[src/rtl/dram_multiport_arbiter.sv]
// rtl/dram_multiport_arbiter.sv - round-robin arbiter serialising NUM_PORTS block requests onto one DRAM backend; optional watchdog under DRAM_ARB_TIMEOUT_EN
module dram_multiport_arbiter #(
    parameter int NUM_PORTS      = 2,
    parameter int ADDR_W         = 32,
    parameter int WORD_W         = 32,
    parameter int BLOCK_WORDS    = 4,
    parameter int TIMEOUT_CYCLES = 1024
) (
    input  logic                                     clk,
    input  logic                                     reset,
    input  logic [NUM_PORTS-1:0]                     port_request,
    input  logic [NUM_PORTS-1:0]                     port_we,
    input  logic [NUM_PORTS*ADDR_W-1:0]              port_address,
    input  logic [NUM_PORTS*BLOCK_WORDS*WORD_W-1:0]  port_write_data,
    output logic [NUM_PORTS*BLOCK_WORDS*WORD_W-1:0]  port_read_data,
    output logic [NUM_PORTS-1:0]                     port_acknowledge,
    output logic [NUM_PORTS-1:0]                     port_busy,
`ifdef DRAM_ARB_TIMEOUT_EN
    output logic [NUM_PORTS-1:0]                     port_error,
`endif
    output logic                                     dram_busy,
    output logic                                     mem_read_enable,
    output logic                                     mem_write_enable,
    output logic [ADDR_W-1:0]                        mem_address,
    output logic [BLOCK_WORDS*WORD_W-1:0]            mem_write_data,
    input  logic [BLOCK_WORDS*WORD_W-1:0]            mem_read_data,
    input  logic                                     mem_acknowledge
);
    localparam int BLK_W = BLOCK_WORDS * WORD_W;
    localparam int IDX_W = (NUM_PORTS > 1) ? $clog2(NUM_PORTS) : 1;

    typedef enum logic [1:0] {IDLE, BUSY, DONE} state_t;

    state_t               state;
    logic [IDX_W-1:0]     ptr;
    logic [IDX_W-1:0]     grant;
    logic [IDX_W-1:0]     next_grant;
    logic [IDX_W-1:0]     cand;
    logic                 found;
    logic [NUM_PORTS-1:0] lat_we;
    logic [ADDR_W-1:0]    lat_addr [NUM_PORTS];
    logic [BLK_W-1:0]     lat_data [NUM_PORTS];

`ifdef DRAM_ARB_TIMEOUT_EN
    localparam int CNT_W = $clog2(TIMEOUT_CYCLES) + 1;
    logic [CNT_W-1:0] wd_cnt;
`endif

    assign dram_busy = |port_busy;

    // Per-port request latch; busy clears only at the edge that ends that port's DONE cycle
    always_ff @(posedge clk or negedge reset) begin
        if (!reset) begin
            port_busy <= '0;
            lat_we    <= '0;
            for (int i = 0; i < NUM_PORTS; i++) begin
                lat_addr[i] <= '0;
                lat_data[i] <= '0;
            end
        end else begin
            for (int i = 0; i < NUM_PORTS; i++) begin
                if (port_request[i] && !port_busy[i]) begin
                    port_busy[i] <= 1'b1;
                    lat_we[i]    <= port_we[i];
                    lat_addr[i]  <= port_address[i*ADDR_W +: ADDR_W];
                    lat_data[i]  <= port_write_data[i*BLK_W +: BLK_W];
                end else if (state == DONE && int'(grant) == i) begin
                    port_busy[i] <= 1'b0;
                end
            end
        end
    end

    // Round-robin search: first busy port after the last granted one, wrapping
    always_comb begin
        found      = 1'b0;
        next_grant = ptr;
        cand       = ptr;
        for (int k = 1; k <= NUM_PORTS; k++) begin
            cand = IDX_W'((int'(ptr) + k) % NUM_PORTS);
            if (!found && port_busy[cand]) begin
                found      = 1'b1;
                next_grant = cand;
            end
        end
    end

    // Transfer FSM with registered backend controls, read-data capture and acknowledge pulse
    always_ff @(posedge clk or negedge reset) begin
        if (!reset) begin
            state            <= IDLE;
            ptr              <= IDX_W'(NUM_PORTS - 1);
            grant            <= '0;
            mem_read_enable  <= 1'b0;
            mem_write_enable <= 1'b0;
            mem_address      <= '0;
            mem_write_data   <= '0;
            port_read_data   <= '0;
            port_acknowledge <= '0;
`ifdef DRAM_ARB_TIMEOUT_EN
            port_error       <= '0;
            wd_cnt           <= '0;
`endif
        end else begin
            port_acknowledge <= '0;
`ifdef DRAM_ARB_TIMEOUT_EN
            port_error       <= '0;
`endif
            case (state)
                IDLE: begin
                    if (found) begin
                        grant            <= next_grant;
                        ptr              <= next_grant;
                        mem_address      <= lat_addr[next_grant];
                        mem_write_data   <= lat_data[next_grant];
                        mem_read_enable  <= !lat_we[next_grant];
                        mem_write_enable <= lat_we[next_grant];
`ifdef DRAM_ARB_TIMEOUT_EN
                        wd_cnt           <= '0;
`endif
                        state            <= BUSY;
                    end
                end
                BUSY: begin
                    if (mem_acknowledge) begin
                        mem_read_enable         <= 1'b0;
                        mem_write_enable        <= 1'b0;
                        port_acknowledge[grant] <= 1'b1;
                        if (!lat_we[grant]) begin
                            port_read_data[int'(grant)*BLK_W +: BLK_W] <= mem_read_data;
                        end
                        state <= DONE;
                    end
`ifdef DRAM_ARB_TIMEOUT_EN
                    else if (wd_cnt == CNT_W'(TIMEOUT_CYCLES - 1)) begin
                        mem_read_enable         <= 1'b0;
                        mem_write_enable        <= 1'b0;
                        port_acknowledge[grant] <= 1'b1;
                        port_error[grant]       <= 1'b1;
                        state                   <= DONE;
                    end else begin
                        wd_cnt <= wd_cnt + 1'b1;
                    end
`endif
                end
                DONE: begin
                    state <= IDLE;
                end
                default: begin
                    state <= IDLE;
                end
            endcase
        end
    end
endmodule

[config.mk]
export PLATFORM = sky130hd
export DESIGN_NAME = dram_multiport_arbiter
export DESIGN_NICKNAME = d
export VERILOG_FILES = /design/src/rtl/dram_multiport_arbiter.sv
export SDC_FILE = /design/constraint.sdc
export NUM_CORES = 1
export LEC_CHECK = 0
export ABC_AREA = 0
export BUFFER_PORTS_ARGS = -buffer_cell sky130_fd_sc_hd__buf_4
export CAP_MARGIN = 20
export CORE_AREA = 2 2 339 341
export DETAILED_ROUTE_END_ITERATION = 10
export DIE_AREA = 0 0 341 343
export SYNTH_ARGS = -nofsm -noshare
export SYNTH_HDL_FRONTEND = slang
export SYNTH_SLANG_ARGS = --single-unit
[constraint.sdc]
create_clock -name clk -period 2.45 [get_ports clk]
set_input_delay 0.245 -clock clk [delete_from_list [all_inputs] [get_ports clk]]
set_output_delay 0.245 -clock clk [all_outputs]
set_load 0.005 [all_outputs]
==> impl_results.md, run 1 <==
- Synthesized netlist net count: 2409
- Relative slew slack: 61.39%
- Syn Area/Cell: 15.07 sq um
- Clk Latency, worst-skew pair: 0.64 ns
- Status: completed
- Drt initial violations: 809
- Top Ports: 878
- Worst slew pin tran: 0.5791 ns
- CTS clk-pin slew, worst paths: 0.06 ns
- Vias/cell: 4.257
- Starting density of the core: 25.97%
- Nets: 3796
- Hold crit path type: primary input to async pin
- Reg area: 18720 sq um
- Peak supply drop: 702.8 uV
- Clock skew: 0.02458 ns
- Number of global-route vias before repair: 22.74k
- Die width: 341 um
- Drc violations: 0
- Post-route design area: 45860 sq um
- Core ar.: 113400 sq um
- Root Buffer: clkbuf_16
- Min Tclk post-route: 2.168 ns
- Cell chain of the critical path: nand3b_1 > or3_4 > buf_12 > mux2_4
- Seq/Total Area, Yosys: 63.55%
- Worst path slowest cell: or3_4
- Crit path largest cell delay: 0.64 ns
- Leak pwr: 21.48 nW
- Initial antenna violation count: 9
- Final HPWL DP: 67580 um
- Hold_ws: 0.1616 ns
- CP Capture Type: register
- Area grow syn2layout: 55.70%
- Footprint of the multi-input gates: 10090 sq um
- Worst EP arrival: 2.67 ns
- Final setup TNS: 0 ns
- Tcrit/Tclk final: 88.48%
- Synth Cell Area: 29450 sq um
- Remaining Overflow, GRT: 0
- I/O Buffers: 877
- Total Routing Usage GR: 15.61%
- Synth Warn #: 0
- Post-Route WL: 93280 um
- Power Total: 55.87 mW
- Share of layout cells above drive strength 1: 49.57%
- CP Buf/Inv Count: 1
- Final GP Congestion: 0.8052
- Synth unique cells: 26
- Max-slew violations: 0
- Flop and latch count out of synthesis: 748
- Fmax: 461.3 MHz
- Power Density: 1218 nW/um^2
- ANT nets after route: 0
- Largest net degree at the start of global routing: 71
- CTS tree: done
- First drt pass iteration count: 4
- Crit Path Class: register to register
- Maximum fanout along the worst path: 33
- Max-cap violations: 0
- Clk sinks: 748
- Die Span Y: 343 um
- Die footprint: 117000 sq um
- Clock buffer count from CTS: 84
- Per-cell routed wire length: 18.93 um
- CP required: 2.95 ns
- H-tree Lvls: 3
- Clock buffer depth: 3
- # setup viols final: 0
- Final hold violations: 0
- Vias: 20.98k
- Cts repair resizes: 0
- RSZ-0062 raised after global routing: false
- Post-DP Area: 38360 sq um
- Fin util: 40.44%
- Crit start category: register
- Crit path from: state[1]
- Origin of the critical flop-to-flop path: state[1]
- Mapped Cells: 1954
- FILL cells: 10.62k
- Crit path max-delay family: simple AND/OR/NAND/NOR gates
- Global-route wire length before repair: 140000 um
- Row count: 124
-- repair_timing --
| action | CTS | global route |
|---|---|---|
| hold endpoints to repair | 787 | 0 |
| buffers inserted | 0 | 0 |
| hold buffers | 453 | 0 |
-- worst register-to-register path, cell delays in order, from the launching register on --
cell and delay, ns:
dfrtp_1 0.43, nand3b_1 0.32, or3_4 0.64, buf_12 0.29, mux2_4 0.37
-- state kept, by name, summed over array words and instances, names as in the netlist --
name / flops
mem_address: 32
ptr: 1
state: 2
lat_addr: 64
mem_write_enable: 1
lat_we: 2
port_acknowledge: 2
grant: 1
port_read_data: 256
mem_write_data: 128
port_busy: 2
mem_read_enable: 1
lat_data: 256
-- power breakdown --
part           leakage [nW]  total (mW)  switching, mW  internal, mW
clock network          1.44        13.3           5.18          8.12
logic                  11.0        20.2           8.04          12.2
registers              9.02        22.3           3.74          18.6
-- Yosys cell counts --
master | count | area, sq um
nand3_1 | 1 | 5.000
or3_4 | 1 | 11.26
a21oi_1 | 1 | 5.000
buf_4 | 19 | 142.6
a22o_1 | 1 | 8.760
nor3b_1 | 2 | 15.01
nor2_1 | 5 | 18.77
and2_1 | 1 | 6.260
clkbuf_1 | 41 | 153.9
dfrtp_1 | 747 | 18690
buf_2 | 44 | 220.2
o21ai_0 | 164 | 820.8
mux2i_1 | 160 | 1602
or3_1 | 1 | 6.260
a211oi_1 | 1 | 7.510
inv_1 | 2 | 7.510
dfstp_2 | 1 | 26.28
nor2b_1 | 2 | 12.51
buf_6 | 14 | 157.7
mux2_1 | 1 | 11.26
mux2_4 | 100 | 1501
nand3b_1 | 2 | 15.01
a21o_1 | 1 | 7.510
nand2_1 | 163 | 611.8
mux2_2 | 478 | 5383
nor3_1 | 1 | 5.000
-- routing by layer --
metal | global-route usage [%] | up-vias | routed length (um)
met4 | 5.984 | 4 | 3252
met5 | 0 | - | 34
li1 | - | 9655 | -
met1 | 18.25 | 10453 | 37100
met2 | 26.74 | 692 | 46060
met3 | 4.870 | 173 | 6827
-- path summary, 6_finish.rpt --
check	end	slack, ns	depth (start not counted)
max	port_read_data[44]	0.28	4
min	lat_data[73]	0.16	2
max reg2reg	port_read_data[44]	0.28	4
min reg2reg	mem_write_data[48]	0.48	2
max in group asynchronous	port_read_data[120]	1.31	4
min in group clk	lat_addr[2]	0.29	4
-- layout make-up --
class	count	share of cell area, %
Timing Repair Buffer	1419	26.56
Inverter	2	0.01637
Clock buffer	119	5.328
Multi-Input combinational cell	1086	22.00
Antenna cell	9	0.04911
Clock inverter	33	1.102
Tap cell	1512	4.125
Sequential cell	748	40.82
-- cell families after synthesis --
logic type             after synthesis  share of synthesized area (%)
DFF                                748                          63.55
muxes                              739                          28.85
and+or+nand+nor                    179                          2.400
AOI/OAI and AO/OA                  168                          2.884
buffers and inverters              120                          2.315
-- cell usage in the layout, fill, tap and decap left out, drive strengths merged --
master         n
diode          9
bufinv        11
dfstp          1
nand3b         2
and2           1
a21oi          1
nand3          1
a21o           1
a211oi         1
mux2         579
or3            2
nor2b          2
mux2i        160
nand2        163
nor3b          2
a22o           1
dlygate4sd3  453
buf          966
clkinv        16
clkbuf       119
inv            4
nor3           1
nor2           5
clkinvlp       4
o21ai        164
dfrtp        747
-- metrics by stage --
stage          std cells  setup slack [ns]
2_1_floorplan       1954            0.7313
3_3_place_gp        4314            0.3203
3_5_place_dp        4314            0.2811
4_1_cts             4919            0.2655
5_1_grt             4925            0.1994
6_report            4928            0.2822
No activity file was read; power rests on OpenSTA's default activity.
==> run 2, diff against run 1 <==
--- a/config.mk
+++ b/config.mk
@@ -6,11 +6,11 @@
 export NUM_CORES = 1
 export LEC_CHECK = 0
 export ABC_AREA = 0
-export BUFFER_PORTS_ARGS = -buffer_cell sky130_fd_sc_hd__buf_4
 export CAP_MARGIN = 20
 export CORE_AREA = 2 2 339 341
 export DETAILED_ROUTE_END_ITERATION = 10
 export DIE_AREA = 0 0 341 343
+export DONT_BUFFER_PORTS = 1
 export SYNTH_ARGS = -nofsm -noshare
 export SYNTH_HDL_FRONTEND = slang
 export SYNTH_SLANG_ARGS = --single-unit
==> impl_results.md, run 2 (synthesis gave the netlist of run 1 again) <==
- Status: finished with violations (was completed)
- Failing checks: negative hold slack, max-slew violations
- Vias: 17.71k (was 20.98k)
- Share of layout cells above drive strength 1: 30.77% (was 49.57%)
- Peak supply drop: 768.7 uV (was 702.8 uV)
- ANT nets after route: 0 (unchanged)
- Die footprint: 117000 sq um (unchanged)
- Hold_ws: -0.6764 ns (was 0.1616 ns)
- Row count: 124 (unchanged)
- Starting density of the core: 25.97% (unchanged)
- Clock buffer depth: 3 (unchanged)
- Global-route wire length before repair: 126800 um (was 140000 um)
- I/O Buffers: 0 (was 877)
- R2R cell count: 4 (unchanged)
- Relative slew slack: -131.3% (was 61.39%)
- Power Density: 1286 nW/um^2 (was 1218 nW/um^2)
- Worst EP arrival: 2.76 ns (was 2.67 ns)
- Maximum fanout along the worst path: 31 (was 33)
- Initial antenna violation count: 17 (was 9)
- First drt pass iteration count: 4 (unchanged)
- Layout Cells excl Fill: 4009 (was 4928)
- Remaining Overflow, GRT: 0 (unchanged)
- Root Buffer: clkbuf_16 (unchanged)
- Worst path slowest cell: or3_4 (unchanged)
- Number of global-route vias before repair: 19.76k (was 22.74k)
- Fin util: 34.08% (was 40.44%)
- Most frequent cells in the layout: dfrtp_1 (747), mux2_2 (478), dlygate4sd3_1 (452), nand2_1 (163), o21ai_0 (163) (was buf_4 (934), dfrtp_1 (747), mux2_2 (478), dlygate4sd3_1 (453))
- Top Ports: 878 (unchanged)
- Per-cell routed wire length: 21.50 um (was 18.93 um)
- Area grow syn2layout: 31.21% (was 55.70%)
- Max Used Layer: met5 (unchanged)
- Wl on met1: 30200 um (was 37100 um)
- H-tree Lvls: 3 (unchanged)
- Die Span Y: 343 um (unchanged)
- Crit Path Class: register to register (unchanged)
- Worst R2R End: port_read_data[63] (was port_read_data[44])
- Final HPWL DP: 60280 um (was 67580 um)
- Buffers inserted by post-CTS timing repair: 0 (unchanged)
- Crit path max-delay family: simple AND/OR/NAND/NOR gates (unchanged)
- Drc violations: 0 (unchanged)
- Final GP Congestion: 0.8522 (was 0.8052)
- Post-Route WL: 86210 um (was 93280 um)
- CTS clk-pin slew, worst paths: 0.06 ns (about the same)
- Final hold violations: 580 (was 0)
- Die width: 341 um (unchanged)
- Clock skew: 0.03409 ns (was 0.02458 ns)
- Top flop regs: lat_data: 256 flops, port_read_data: 256 flops, mem_write_data: 128 flops (unchanged)
- CP Capture Type: register (unchanged)
- Core ar.: 113400 sq um (unchanged)
- Min Tclk post-route: 2.235 ns (was 2.168 ns)
- Largest net degree at the start of global routing: 749 (was 71)
- RSZ-0062 raised after global routing: false (unchanged)
- Cell chain of the critical path: nand3b_1 > or3_4 > buf_12 > mux2_4 (unchanged)
- Placed cells: 3407 (was 4314)
- CTS tree: done (unchanged)
- Max-slew violations: 375 (was 0)
- Crit path largest cell delay: 0.63 ns (was 0.64 ns)
- Total Routing Usage GR: 14.29% (was 15.61%)
- Vias/cell: 4.417 (was 4.257)
- Drt initial violations: 676 (was 809)
- Hold_buf cts: 452 (was 453)
- Tcrit/Tclk final: 91.23% (was 88.48%)
- Clk Latency, worst-skew pair: 0.65 ns (was 0.64 ns)
- Fmax: 447.4 MHz (was 461.3 MHz)
- Worst slew pin tran: 3.470 ns (was 0.5791 ns)
- # setup viols final: 0 (unchanged)
- Origin of the critical flop-to-flop path: state[1] (unchanged)
- Leak pwr: 16.88 nW (was 21.48 nW)
- CP Buf/Inv Count: 1 (unchanged)
- Hold crit path type: primary input to async pin (unchanged)
- Max-cap violations: 0 (unchanged)
- Crit start category: register (unchanged)
- Cts repair resizes: 0 (unchanged)
- Clk sinks: 748 (unchanged)
- Met2 wire len: 43900 um (was 46060 um)
- Clock buffer count from CTS: 81 (was 84)
- Nets: 2885 (was 3796)
- Final setup TNS: 0 ns (unchanged)
- Flop-to-flop setup slack: 0.21 ns (was 0.28 ns)
- CP required: 2.98 ns (was 2.95 ns)
- DR WL met3: 9070 um (was 6827 um)
- Crit path from: state[1] (unchanged)
- Most common cell after layout, fill and taps aside: dfrtp_1 (was buf_4)
## run 2: stage by stage
step / hold WS (ns) / area, sq um / power, mW / worst slack (ns)
floorplan: -0.05059 / 29450 / 31.85 / 0.7313
global placement: -0.02973 / 31390 / 36.04 / 0.3091
detailed placement: -0.03625 / 31390 / 36.86 / 0.2610
CTS: -0.7529 / 38620 / 50.22 / 0.2491
global route: -0.7466 / 38650 / 52.62 / 0.1299
finish: -0.6764 / 38650 / 49.70 / 0.2150
## run 2: worst max-delay path by stage
stage / end / slack (ns) / depth (start not counted)
after floorplan: lat_data[100] / 0.73 / 5
after global placement: port_read_data[37] / 0.31 / 4
after detailed placement: port_read_data[59] / 0.26 / 4
after CTS: port_read_data[63] / 0.25 / 4
after global routing: port_read_data[63] / 0.13 / 4
final: port_read_data[63] / 0.21 / 4
## run 2: final cells by class
type | instances | area [sq um]
fillers | 10748 | 74770
clock inverters | 21 | 351.6
flip-flops and latches | 748 | 18720
inverters | 2 | 7.507
repair buffers | 511 | 5205
well taps | 1512 | 1892
clock buffers | 118 | 2356
multi-input cells | 1086 | 10090
diodes | 11 | 27.53
## run 2: worst reg2reg max path, stage by stage (launching register included)
cell,delay (ns)
dfrtp_1,0.42
nand3b_1,0.30
or3_4,0.63
buf_12,0.43
mux2_4,0.33
## run 2: report_power, final
group | total, mW | internal [mW] | switching, mW
sequential | 24.0 | 18.6 | 5.45
clock | 12.5 | 7.42 | 5.07
combinational | 13.2 | 7.79 | 5.39
total | 49.7 | 33.8 | 15.9
## run 2: layer usage
metal  up-vias  track usage [%]
met2       721            25.12
li1       7804                -
met4         2            6.369
met3       146            6.355
met1      9036            14.63
met5         -                0
==> run 3, diff against run 2 <==
--- a/config.mk
+++ b/config.mk
@@ -11,6 +11,7 @@
 export DETAILED_ROUTE_END_ITERATION = 10
 export DIE_AREA = 0 0 341 343
 export DONT_BUFFER_PORTS = 1
+export REMOVE_ABC_BUFFERS = 1
 export SYNTH_ARGS = -nofsm -noshare
 export SYNTH_HDL_FRONTEND = slang
 export SYNTH_SLANG_ARGS = --single-unit
==> impl_results.md, run 3 (synthesis gave the netlist of run 1 again) <==
- Status: finished with violations (unchanged)
- Failing checks: negative hold slack, max-slew violations (unchanged)
- Clock skew: 0.04613 ns (was 0.03409 ns)
- Top flop regs: lat_data: 256 flops, port_read_data: 256 flops, mem_write_data: 128 flops (unchanged)
- Relative slew slack: -53.45% (was -131.3%)
- Number of global-route vias before repair: 19.53k (was 19.76k)
- Worst EP arrival: 2.57 ns (was 2.76 ns)
- Area grow syn2layout: 31.44% (was 31.21%)
- Crit Path Class: register to register (unchanged)
- Worst slew pin tran: 2.302 ns (was 3.470 ns)
- Drt initial violations: 758 (was 676)
- Drc violations: 0 (unchanged)
- Layout Cells excl Fill: 4010 (was 4009)
- CTS tree: done (unchanged)
- Crit start category: register (unchanged)
- Nets: 2877 (was 2885)
- Buffers inserted by post-CTS timing repair: 0 (unchanged)
- Core ar.: 113400 sq um (unchanged)
- Most frequent cells in the layout: dfrtp_1 (747), mux2_2 (478), dlygate4sd3_1 (452), nand2_1 (163), o21ai_0 (163) (unchanged)
- Worst R2R End: port_read_data[99] (was port_read_data[63])
- R2R cell count: 4 (unchanged)
- Maximum fanout along the worst path: 36 (was 31)
- Clock buffer depth: 3 (unchanged)
- Max-cap violations: 0 (unchanged)
- Share of layout cells above drive strength 1: 30.88% (was 30.77%)
- Post-route design area: 38720 sq um (was 38650 sq um)
- CP required: 2.93 ns (was 2.98 ns)
- Vias/cell: 4.452 (was 4.417)
- Power Density: 1292 nW/um^2 (was 1286 nW/um^2)
- H-tree Lvls: 3 (unchanged)
- CP Capture Type: register (unchanged)
- Remaining Overflow, GRT: 0 (unchanged)
- Initial antenna violation count: 15 (was 17)
- Hold_buf cts: 452 (unchanged)
- Clk sinks: 748 (unchanged)
- Most common cell after layout, fill and taps aside: dfrtp_1 (unchanged)
- Flop-to-flop setup slack: 0.37 ns (was 0.21 ns)
- I/O Buffers: 0 (unchanged)
- Largest net degree at the start of global routing: 749 (unchanged)
- Global-route wire length before repair: 128600 um (was 126800 um)
- Clk Latency, worst-skew pair: 0.65 ns (about the same)
- Final setup TNS: 0 ns (unchanged)
- FILL cells: 10.77k (was 10.75k)
- Placed cells: 3398 (was 3407)
- Final GP Congestion: 0.8767 (was 0.8522)
- Hold crit path type: primary input to async pin (unchanged)
- RSZ-0062 raised after global routing: false (unchanged)
- Starting density of the core: 25.97% (unchanged)
- Cts repair resizes: 0 (unchanged)
- Total Routing Usage GR: 14.43% (was 14.29%)
- Vias: 17.85k (was 17.71k)
- Leak pwr: 16.89 nW (was 16.88 nW)
- # setup viols final: 0 (unchanged)
- First drt pass iteration count: 5 (was 4)
- Post-DP Area: 31360 sq um (was 31390 sq um)
- ANT nets after route: 0 (unchanged)
- Final hold violations: 748 (was 580)
- Peak supply drop: 729.6 uV (was 768.7 uV)
- Fin util: 34.14% (was 34.08%)
- Fmax: 480.3 MHz (was 447.4 MHz)
- Final HPWL DP: 62420 um (was 60280 um)
- Per-cell routed wire length: 21.92 um (was 21.50 um)
- Tcrit/Tclk final: 84.97% (was 91.23%)
- Row count: 124 (unchanged)
- Root Buffer: clkbuf_16 (unchanged)
- Clock buffer count from CTS: 82 (was 81)
- Hold_ws: -0.6963 ns (was -0.6764 ns)
- Top Ports: 878 (unchanged)
- Die width: 341 um (unchanged)
- Post-Route WL: 87880 um (was 86210 um)
- CTS clk-pin slew, worst paths: 0.06 ns (about the same)
- Origin of the critical flop-to-flop path: state[1] (unchanged)
- Max-slew violations: 278 (was 375)
- Die Span Y: 343 um (unchanged)
- Die footprint: 117000 sq um (unchanged)
- Min Tclk post-route: 2.082 ns (was 2.235 ns)
[run 3: cell types whose count changed in the layout (fill, tap and decap cells not counted), moves of 3 or more]
cell,before,now
buf_12,19,22
buf_4,40,28
bufinv_16,7,4
clkinv_16,1,4
clkinv_2,6,12
clkinvlp_4,1,5
[run 3: per-stage QoR]
stage / power [mW] / setup slack (ns)
6_report: 50.00 / 0.3681
5_1_grt: 52.82 / 0.2983
4_1_cts: 50.55 / 0.3707
3_5_place_dp: 37.11 / 0.3630
3_3_place_gp: 36.26 / 0.3431
2_1_floorplan: 31.17 / -16.56
[run 3: area by class of cell]
class	instances	area (sq um)	share of cell area (%)
multi-input cells	1086	10090	26.06
inverters	2	7.507	0.01939
clock inverters	30	392.9	1.015
clock buffers	119	2412	6.231
flip-flops and latches	748	18720	48.35
well taps	1512	1892	4.886
diodes	11	27.53	0.07110
repair buffers	502	5175	13.37
[run 3: critical path: stages (launching register included)]
cell	delay, ns
dfrtp_1	0.42
nand3b_1	0.27
or3_4	0.57
buf_12	0.28
mux2_4	0.33
[run 3: metal layers]
layer | up-vias | share of wire [%] | routed length (um) | track usage [%]
met5 | - | 0.063 | 55 | 0
met4 | 8 | 3.9 | 3399 | 6.085
met3 | 178 | 9.0 | 7927 | 5.458
met2 | 776 | 48 | 42400 | 23.86
met1 | 9102 | 39 | 34090 | 16.76
li1 | 7788 | - | - | -
[run 3: worst max-delay path by stage]
stage | startpoint | endpoint
2_1_floorplan | port_busy[1] | mem_read_enable
3_3_place_gp | port_busy[0] | mem_write_data[21]
3_5_place_dp | port_busy[0] | mem_write_data[21]
4_1_cts | port_busy[0] | mem_write_data[21]
5_1_grt | state[1] | port_read_data[39]
6_report | state[1] | port_read_data[99]
[run 3: where the power goes]
part / switching [mW] / leakage [nW] / internal (mW)
clock network: 5.16 / 1.36 / 7.35
logic: 5.54 / 6.50 / 7.82
registers: 5.55 / 9.02 / 18.6
